[src/rtl/sync_fifo_ctrl.sv]
// Single-clock FIFO with storage, FWFT/registered read, status flags,
// occupancy count, overflow/underflow pulses and synchronous flush.
//
// Ports:
//   i_clk, i_rst (async assert, sync release), i_clr (sync flush)
//   i_wr_en/i_wr_data   write side
//   i_rd_en/o_rd_data/o_rd_valid   read side
//   o_full, o_empty, o_almost_full, o_almost_empty, o_count   status
//   o_overflow, o_underflow   one-cycle error pulses
module sync_fifo_ctrl #(
    parameter int DataWidth         = 16,
    parameter int Depth             = 16,
    parameter int Fwft              = 1,
    parameter int AlmostFullThresh  = Depth - 2,
    parameter int AlmostEmptyThresh = 2,
    localparam int CntWidth         = $clog2(Depth + 1)
) (
    input  logic                 i_clk,
    input  logic                 i_rst,
    input  logic                 i_clr,
    input  logic                 i_wr_en,
    input  logic [DataWidth-1:0] i_wr_data,
    input  logic                 i_rd_en,
    output logic [DataWidth-1:0] o_rd_data,
    output logic                 o_rd_valid,
    output logic                 o_full,
    output logic                 o_empty,
    output logic                 o_almost_full,
    output logic                 o_almost_empty,
    output logic [CntWidth-1:0]  o_count,
    output logic                 o_overflow,
    output logic                 o_underflow
);

    localparam int PtrWidth = $clog2(Depth);
    localparam logic [PtrWidth-1:0] PtrLast = PtrWidth'(Depth - 1);
    localparam logic [CntWidth-1:0] CntFull = CntWidth'(Depth);
    localparam logic [CntWidth-1:0] AfTh    = CntWidth'(AlmostFullThresh);
    localparam logic [CntWidth-1:0] AeTh    = CntWidth'(AlmostEmptyThresh);

    // Reset takes effect at once but is released only on a clock edge,
    // so no flop sees the release close to an active edge.
    logic rst_meta_q;
    logic rst_q;

    always_ff @(posedge i_clk or posedge i_rst) begin
        if (i_rst) begin
            rst_meta_q <= 1'b1;
            rst_q      <= 1'b1;
        end else begin
            rst_meta_q <= 1'b0;
            rst_q      <= rst_meta_q;
        end
    end

    logic [DataWidth-1:0] mem_q [Depth];

    logic [PtrWidth-1:0] wr_ptr_q, wr_ptr_d;
    logic [PtrWidth-1:0] rd_ptr_q, rd_ptr_d;
    logic [CntWidth-1:0] cnt_q, cnt_d;
    logic full_q, empty_q, af_q, ae_q;
    logic ovf_q, unf_q;

    logic wr_acc;
    logic rd_acc;

    // A full FIFO rejects writes even when a read pops in the same cycle.
    assign wr_acc = i_wr_en && !full_q && !i_clr;
    assign rd_acc = i_rd_en && !empty_q && !i_clr;

    always_ff @(posedge i_clk) begin
        if (wr_acc) begin
            mem_q[wr_ptr_q] <= i_wr_data;
        end
    end

    always_comb begin
        wr_ptr_d = wr_ptr_q;
        rd_ptr_d = rd_ptr_q;
        cnt_d    = cnt_q;
        if (i_clr) begin
            wr_ptr_d = '0;
            rd_ptr_d = '0;
            cnt_d    = '0;
        end else begin
            // Explicit wrap: Depth need not be a power of two.
            if (wr_acc) begin
                wr_ptr_d = (wr_ptr_q == PtrLast) ? '0
                         : wr_ptr_q + PtrWidth'(1);
            end
            if (rd_acc) begin
                rd_ptr_d = (rd_ptr_q == PtrLast) ? '0
                         : rd_ptr_q + PtrWidth'(1);
            end
            case ({wr_acc, rd_acc})
                2'b10:   cnt_d = cnt_q + CntWidth'(1);
                2'b01:   cnt_d = cnt_q - CntWidth'(1);
                default: cnt_d = cnt_q;
            endcase
        end
    end

    // Flags come from the next count so they line up with o_count.
    always_ff @(posedge i_clk or posedge rst_q) begin
        if (rst_q) begin
            wr_ptr_q <= '0;
            rd_ptr_q <= '0;
            cnt_q    <= '0;
            full_q   <= 1'b0;
            empty_q  <= 1'b1;
            af_q     <= 1'b0;
            ae_q     <= 1'b1;
            ovf_q    <= 1'b0;
            unf_q    <= 1'b0;
        end else begin
            wr_ptr_q <= wr_ptr_d;
            rd_ptr_q <= rd_ptr_d;
            cnt_q    <= cnt_d;
            full_q   <= (cnt_d == CntFull);
            empty_q  <= (cnt_d == '0);
            af_q     <= (cnt_d >= AfTh);
            ae_q     <= (cnt_d <= AeTh);
            ovf_q    <= i_wr_en && full_q && !i_clr;
            unf_q    <= i_rd_en && empty_q && !i_clr;
        end
    end

    generate
        if (Fwft != 0) begin : g_fwft
            // Masked while empty so stale array words never leak out.
            assign o_rd_data  = empty_q ? '0 : mem_q[rd_ptr_q];
            assign o_rd_valid = !empty_q;
        end else begin : g_reg
            logic [DataWidth-1:0] rd_data_q;
            logic                 rd_valid_q;

            always_ff @(posedge i_clk or posedge rst_q) begin
                if (rst_q) begin
                    rd_data_q  <= '0;
                    rd_valid_q <= 1'b0;
                end else begin
                    rd_valid_q <= rd_acc;
                    if (rd_acc) begin
                        rd_data_q <= mem_q[rd_ptr_q];
                    end
                end
            end

            assign o_rd_data  = rd_data_q;
            assign o_rd_valid = rd_valid_q;
        end
    endgenerate

    assign o_full         = full_q;
    assign o_empty        = empty_q;
    assign o_almost_full  = af_q;
    assign o_almost_empty = ae_q;
    assign o_count        = cnt_q;
    assign o_overflow     = ovf_q;
    assign o_underflow    = unf_q;

endmodule
[config.mk]
export PLATFORM = sky130hd
export DESIGN_NAME = sync_fifo_ctrl
export DESIGN_NICKNAME = d
export VERILOG_FILES = /design/src/rtl/sync_fifo_ctrl.sv
export SDC_FILE = /design/constraint.sdc
export NUM_CORES = 1
export LEC_CHECK = 0
export BUFFER_PORTS_ARGS = -buffer_cell sky130_fd_sc_hd__buf_2
export CORE_ASPECT_RATIO = 1.2
export CORE_MARGIN = 4
export CORE_UTILIZATION = 30
export DETAILED_ROUTE_END_ITERATION = 12
export SYNTH_ARGS = -nofsm -noshare
export SYNTH_HDL_FRONTEND = slang
export SYNTH_SLANG_ARGS = --single-unit
export TNS_END_PERCENT = 20
[constraint.sdc]
create_clock -name i_clk -period 2.3 [get_ports i_clk]
set_input_delay 0.23 -clock i_clk [delete_from_list [all_inputs] [get_ports i_clk]]
set_output_delay 0.23 -clock i_clk [all_outputs]
set_load 0.02 [all_outputs]
# After elaboration in Yosys (flattened, before gate mapping)

Memories as Yosys holds them, arrays and structs flattened.
Index checks and enable logic that the tools add are counted.

Flip-flop bits (word level): 21
Bits in latches: 0
Bits in writable memories: 256
ROM bits: 0
Bits of input ports: 21
Word-level logic and storage cells: 48
Memories kept: 1

Add/subtract/negate cells: 4
$mul: 0
Div/mod/pow operators: 0
Magnitude comparators: 2
Eq/ne operators: 5
Shifts and indexed selects: 0
Mux-type cells: 11
Bitwise operators: 0
Reductions and logical operators: 14

Memories:

| name  | words | width | rd ports | clocked after Yosys merged registers in | write ports | RTL line | RTL |
|---|---|---|---|---|---|---|---|
| mem_q | 16    | 16    | 1        | 0                                       | 1           | 56       | `logic [DataWidth-1:0] mem_q [Depth];` |

Operator list:

| operator            | count |
|---|---|
| $mux 4              | 6 |
| $mux 16             | 1 |
| $pmux 5 s2          | 1 |
| $add 4x1->4 const B | 2 |
| $eq 4x4->1 const B  | 2 |
| $logic_and 1x1->1   | 8 |
| $add 5x1->5 const B | 1 |
| $eq 5x5->1 const B  | 1 |
| $ge 5x4->1 const B  | 1 |
| $le 5x2->1 const B  | 1 |
| $logic_not 5->1     | 1 |
| $mux 5              | 1 |
| $sub 5x1->5 const B | 1 |
| $reduce_bool 2->1   | 2 |
| $logic_not 1->1     | 3 |
| $eq 2x1->1 const B  | 1 |
| $eq 2x2->1 const B  | 1 |
| $mux 1              | 2 |

# Logic depth before layout (Yosys ltp)

Word-level depth: 7
Depth in mapped cells: 13
Depth with buffers taken out: 12

# Least setup slack after synthesis

Ideal clock, no wire load.

Path type: reg-to-reg
Start: reg full_q, in the netlist o_full
End: reg af_q, in the netlist o_almost_full
Setup time: 110 ps
Arrival time: 2835 ps
Data required time: 2190 ps
Setup slack: -646 ps
Cell stages (with the launch flop): 13
Period minus slack after synthesis: 2946 ps
Cells stage by stage: dfrtp_1 > nor2b_1 > nand2b_1 > ha_1 > clkbuf_1 > xor2_1 > ha_1 > or3b_2 > o2111ai_1 > a21oi_1 > xnor2_1 > or2_2 > o41ai_1

Longest elaborated chain between the ends: 7

Ends and longest elaborated chain:

| item                                            | RTL line | RTL |
|---|---|---|
| start, declared                                 | 61       | `logic full_q, empty_q, af_q, ae_q;` |
| start signal, assigned                          | 119      | `full_q <= (cnt_d == CntFull);` |
| $logic_not 1->1 (*)                             | 68       | `assign wr_acc = i_wr_en && !full_q && !i_clr;` |
| $logic_and 1x1->1 (*) (2 in series)             | 68       |  |
| $eq 2x1->1 / $eq 2x2->1 (equally long branches) | 95       | `case ({wr_acc, rd_acc})` |
| $pmux 5 s2 (*)                                  | 95       |  |
| $mux 5 (*)                                      | 81       | `if (i_clr) begin` |
| $ge 5x4->1 (*)                                  | 121      | `af_q <= (cnt_d >= AfTh);` |
| end signal, assigned                            | 121      |  |
| end, declared                                   | 61       |  |

Every way passes the cells marked *; elsewhere a longest branch is shown, timed or not.
A chain may end at the register's enable or synchronous reset.

# Worst setup path in the final report

Start: reg rd_ptr_q[0]
End: out o_rd_data[7]

Longest elaborated chain between the ends: 2

Ends and longest elaborated chain:

| item                   | RTL line | RTL |
|---|---|---|
| start, declared        | 59       | `logic [PtrWidth-1:0] rd_ptr_q, rd_ptr_d;` |
| start signal, assigned | 117      | `rd_ptr_q <= rd_ptr_d;` |
| $mem_v2 16x16          | -        |  |
| $mux 16                | 131      | `assign o_rd_data = empty_q ? '0 : mem_q[rd_ptr_q];` |
| end, declared          | 24       | `output logic [DataWidth-1:0] o_rd_data,` |

Every way passes these cells.

==> results.md <==
Route:
- The routed via count divided by cell count is 4.71.
- The routed wirelength normalized by instance count is 20.6 microns.
- The detailed-route DRC error count is 0.
- After the first detailed-routing iteration, the DRC count stood at 349.
- The routed layout has 5195 vias.
- The number of iterations in the first detailed-routing pass is 5.
- The final antenna-violating net count is 0.
- The final layout contains routed wiring with a total length of 22.7 mm.

Setup path:
- The class of the most critical setup path is reg2out.
- STA classifies the critical path endpoint as an output port.
- The number of buffers and inverters on the critical path is 4.
- The data required time at the worst endpoint is 2.07 ns.
- The largest individual stage delay along the critical path comes from the cell dfrtp_4.
- The longest individual stage delay on the worst path is 0.53 ns.
- The cell family contributing the most delay on the critical path is multiplexers.
- Counting stages on the worst path, the most repeated cell is buf_12.
- The arrival time reported for the critical path endpoint is 2.64 ns.
- In this run the worst path has a maximum fanout of 8.
- The critical path goes through buf_12, buf_12, buf_12, mux4_2, mux4_2, and2_4, buf_6.
- STA classifies the critical path startpoint as a flip-flop.

Floorplan:
- The initial utilization of the core area, before any placement, comes to 30.5%.
- Measured along the y axis, the die boundary spans 217 microns.
- The die is 182 microns wide.
- The total core area is 35900 sq um.
- The die area is 39600 sq um.
- Pin placement for this block handled 49 I/O pins.
- The floorplan has 76 rows.

Synth:
- In the synthesized netlist the async set-or-reset flop fraction comes to 7.58%.
- The number of nets in the synthesized netlist is 538.
- The most repeated cell in the gate-level netlist after synthesis is edfxtp_1.
- The register bit count reported by yosys is 277.
- The post-synthesis cell count is 509.
- The post-synthesis adder-cell area fraction is 0.914%.
- After synthesis, the largest family of logic cells by area is multiplexers.
- The synthesized area per cell is 21.5 sq um.
- After synthesis, the cell types taking the most area are edfxtp_1, mux4_2, dfrtp_1.
- The area of the mapped netlist is 10900 sq um.
- The fraction of synthesized cell area taken by the top area cell type is 70.2%.
- By count the netlist is led by edfxtp_1, mux4_2, and2_1.
- In the synthesized netlist, mux cells make up 16.6% of the area.
- The Yosys step of the flow raised 0 warnings.
- The sequential-to-total area share from yosys stat is 75.1%.
- The synthesized design contains 256 enable-type register cells.
- The synthesized netlist devotes 1.26% of its cell area to compound gates.
- Summing the areas of all and, or, nand and nor instances in the mapped netlist gives 3.81% of the synthesized area.
- The most common flop cell mapped by yosys is edfxtp_1.
- The synthesized netlist devotes 0.720% of its cell area to XOR and XNOR gates.
- Summed over all instances, the cell type with the most area after synthesis is edfxtp_1.
- After synthesis, the netlist uses 38 different library cells.

GRT:
- The total overflow left after global routing is 0.
- The number of global-route vias before repair is 5590.
- The number of antenna violations at the first check in global routing came to 1.
- The maximum number of pins on one net before global-route repair is 28.
- The first global-routing pass estimated 34.0 mm of wire.
- Global routing used 11.2% of the available tracks across all layers.

Hold path:
- The worst min-delay path class is in2reg.

Clocking:
- The deepest clock path buffer count is 3.
- For the worst-skew pair, the clock arrives at the later sink with an insertion delay of 0.53 ns.
- CTS built an H-tree with a depth of 1.
- The number of buffers created by CTS is 26.
- The root buffer cell chosen for the clock tree is clkbuf_16.
- The number of sinks on the clock net is 277.
- Clock-pin slew was measured on the worst setup and hold paths at 0.07 ns.
- TritonCTS built the clock tree.

Timing:
- The clock period minus worst slack is 2.87 ns.
- The final critical path takes up 125% of the cycle.
- The final worst-path setup slack is -0.565 ns.
- The worst pin sits at a relative slew slack of 50.8%.
- Setup repair after global routing could not meet its margin everywhere.
- The max-slew violation count is 0.
- Hold timing on the final database bottoms out at a slack of 0.0638 ns.
- For the pin with the worst max-slew slack, the measured transition is 0.737 ns.
- For the final database, setup skew stands at 0.0198 ns.
- The total of endpoints with negative setup slack in the final report is 21.
- The maximum operating frequency is 0.349 GHz.
- The hold violation total from the final report came to 0.

Placed design:
- The post-placement worst setup slack is -0.137 ns.
- The count of buffers added on input and output ports is 48.
- The placed standard-cell area is 12200 sq um.
- Once detailed placement completed, the half-perimeter wirelength came to 13.6 mm.
- At the end of routability-driven placement, the weighted congestion stood at 0.749.
- The count of placed standard cells including taps is 1041.

Cells and area:
- Cells with a size suffix above 1 make up 38.7% of the layout.
- The number of antenna cells inserted is 0.
- The number of filler instances in the final layout is 3271.
- The finished layout holds 1103 standard cells, fillers aside.
- Compared with the post-synthesis result, the final layout area differs by 20.9%.
- Cells fill 36.8% of the core in the end.
- After routing the design area is 13200 sq um.
- The net count of the finished layout is 644.

Run status:
- The final reports fail on setup timing.
- The flow ran to the end, but the final reports show violations.

Power and ir drop:
- The power density over cell area is 788 nW/um^2.
- The worst-case IR drop observed on VDD is 0.595 mV.
- The leakage power of the design is 4.32 nW.

Flow run:
- The max-capacitance violation count is 0.
[metrics by stage]
step                total power, mW  setup TNS (ns)
floorplan                      6.18           -1.16
global placement               6.43          -0.230
detailed placement             6.45          -0.515
CTS                            10.4           -8.96
global route                   10.8          -10.36
finish                         10.4           -8.48
[path summary, 6_finish.rpt]
check / endpoint / depth (start not counted) / from / slack, ns
max: o_rd_data[7] / 7 / rd_ptr_q[0]$_DFFE_PP0P_ / -0.57
min: mem_q[15][15]$_DFFE_PP_ / 1 / i_wr_data[15] / 0.06
max reg2reg: o_almost_full$_DFF_PP0_ / 12 / o_empty$_DFF_PP1_ / -0.09
min reg2reg: rst_q$_DFF_PP1_ / 0 / rst_meta_q$_DFF_PP1_ / 0.36
max in group asynchronous: rd_ptr_q[0]$_DFFE_PP0P_ / 1 / rst_q$_DFF_PP1_ / 1.38
min in group asynchronous: rst_meta_q$_DFF_PP1_ / 3 / i_rst / 0.25
[registers in the layout (all words and copies together), names as in the netlist, 4 cells and up]
register and count:
rd_ptr_q 4, mem_q 256, o_count 5, wr_ptr_q 4
[layout make-up]
type / count / area, sq um / share of cell area [%]
flip-flops and latches: 277 / 8220 / 62.1
multi-input cells: 199 / 2630 / 19.9
repair buffers: 104 / 968 / 7.32
clock buffers: 29 / 683 / 5.16
well taps: 468 / 586 / 4.42
clock inverters: 19 / 116 / 0.879
inverters: 7 / 26.3 / 0.198
[cells in the final DEF (no fill, tap or decap), types with 4 or more instances in the layout]
cell / netlist / routed
a21oi_1: 10 / 9
and2_1: 32 / 24
and2_4: 0 / 8
buf_12: 0 / 15
buf_2: 6 / 40
buf_4: 0 / 33
buf_6: 2 / 10
clkbuf_16: 0 / 29
clkinv_1: 0 / 9
clkinv_2: 0 / 6
dfrtp_1: 17 / 14
dfstp_2: 4 / 4
edfxtp_1: 256 / 256
ha_1: 8 / 6
inv_1: 7 / 6
mux4_2: 80 / 80
nand2_1: 12 / 11
nor2_1: 17 / 16
nor3b_1: 4 / 4
xor2_1: 4 / 4
[power by group]
group | internal (mW) | total, mW | switching, mW
combinational | 0.421 | 0.848 | 0.427
clock | 2.24 | 3.99 | 1.75
sequential | 5.56 | 5.60 | 0.0349
total | 8.23 | 10.4 | 2.21
[logic make-up (layout without fill, tap and decap cells)]
logic type                 Yosys count  after routing
other                                1              1
AOI/OAI and AO/OA                   22             22
adders and majority gates            8              8
muxes                               82             82
xor gates and xnor gates             9              9
DFF                                277            277
buffers and inverters               33            159
and+or+nand+nor                     77             77
[repair_timing]
item	4_1_cts	5_1_grt
hold endpoints to repair	4	0
setup endpoints to repair	21	22
buffers inserted	0	8
cloned	0	3
gates resized for setup	10	19
pin swaps	3	1
hold buffers	3	0
[metal layers]
layer,up-vias,GRT usage [%],share of wire [%]
li1,2289,-,-
met4,2,2.73,1.6
met1,2730,14.3,41
met2,139,20.0,53
met3,35,1.82,4.9
met5,-,0,0.031
Power figures use the tool's default switching activity.
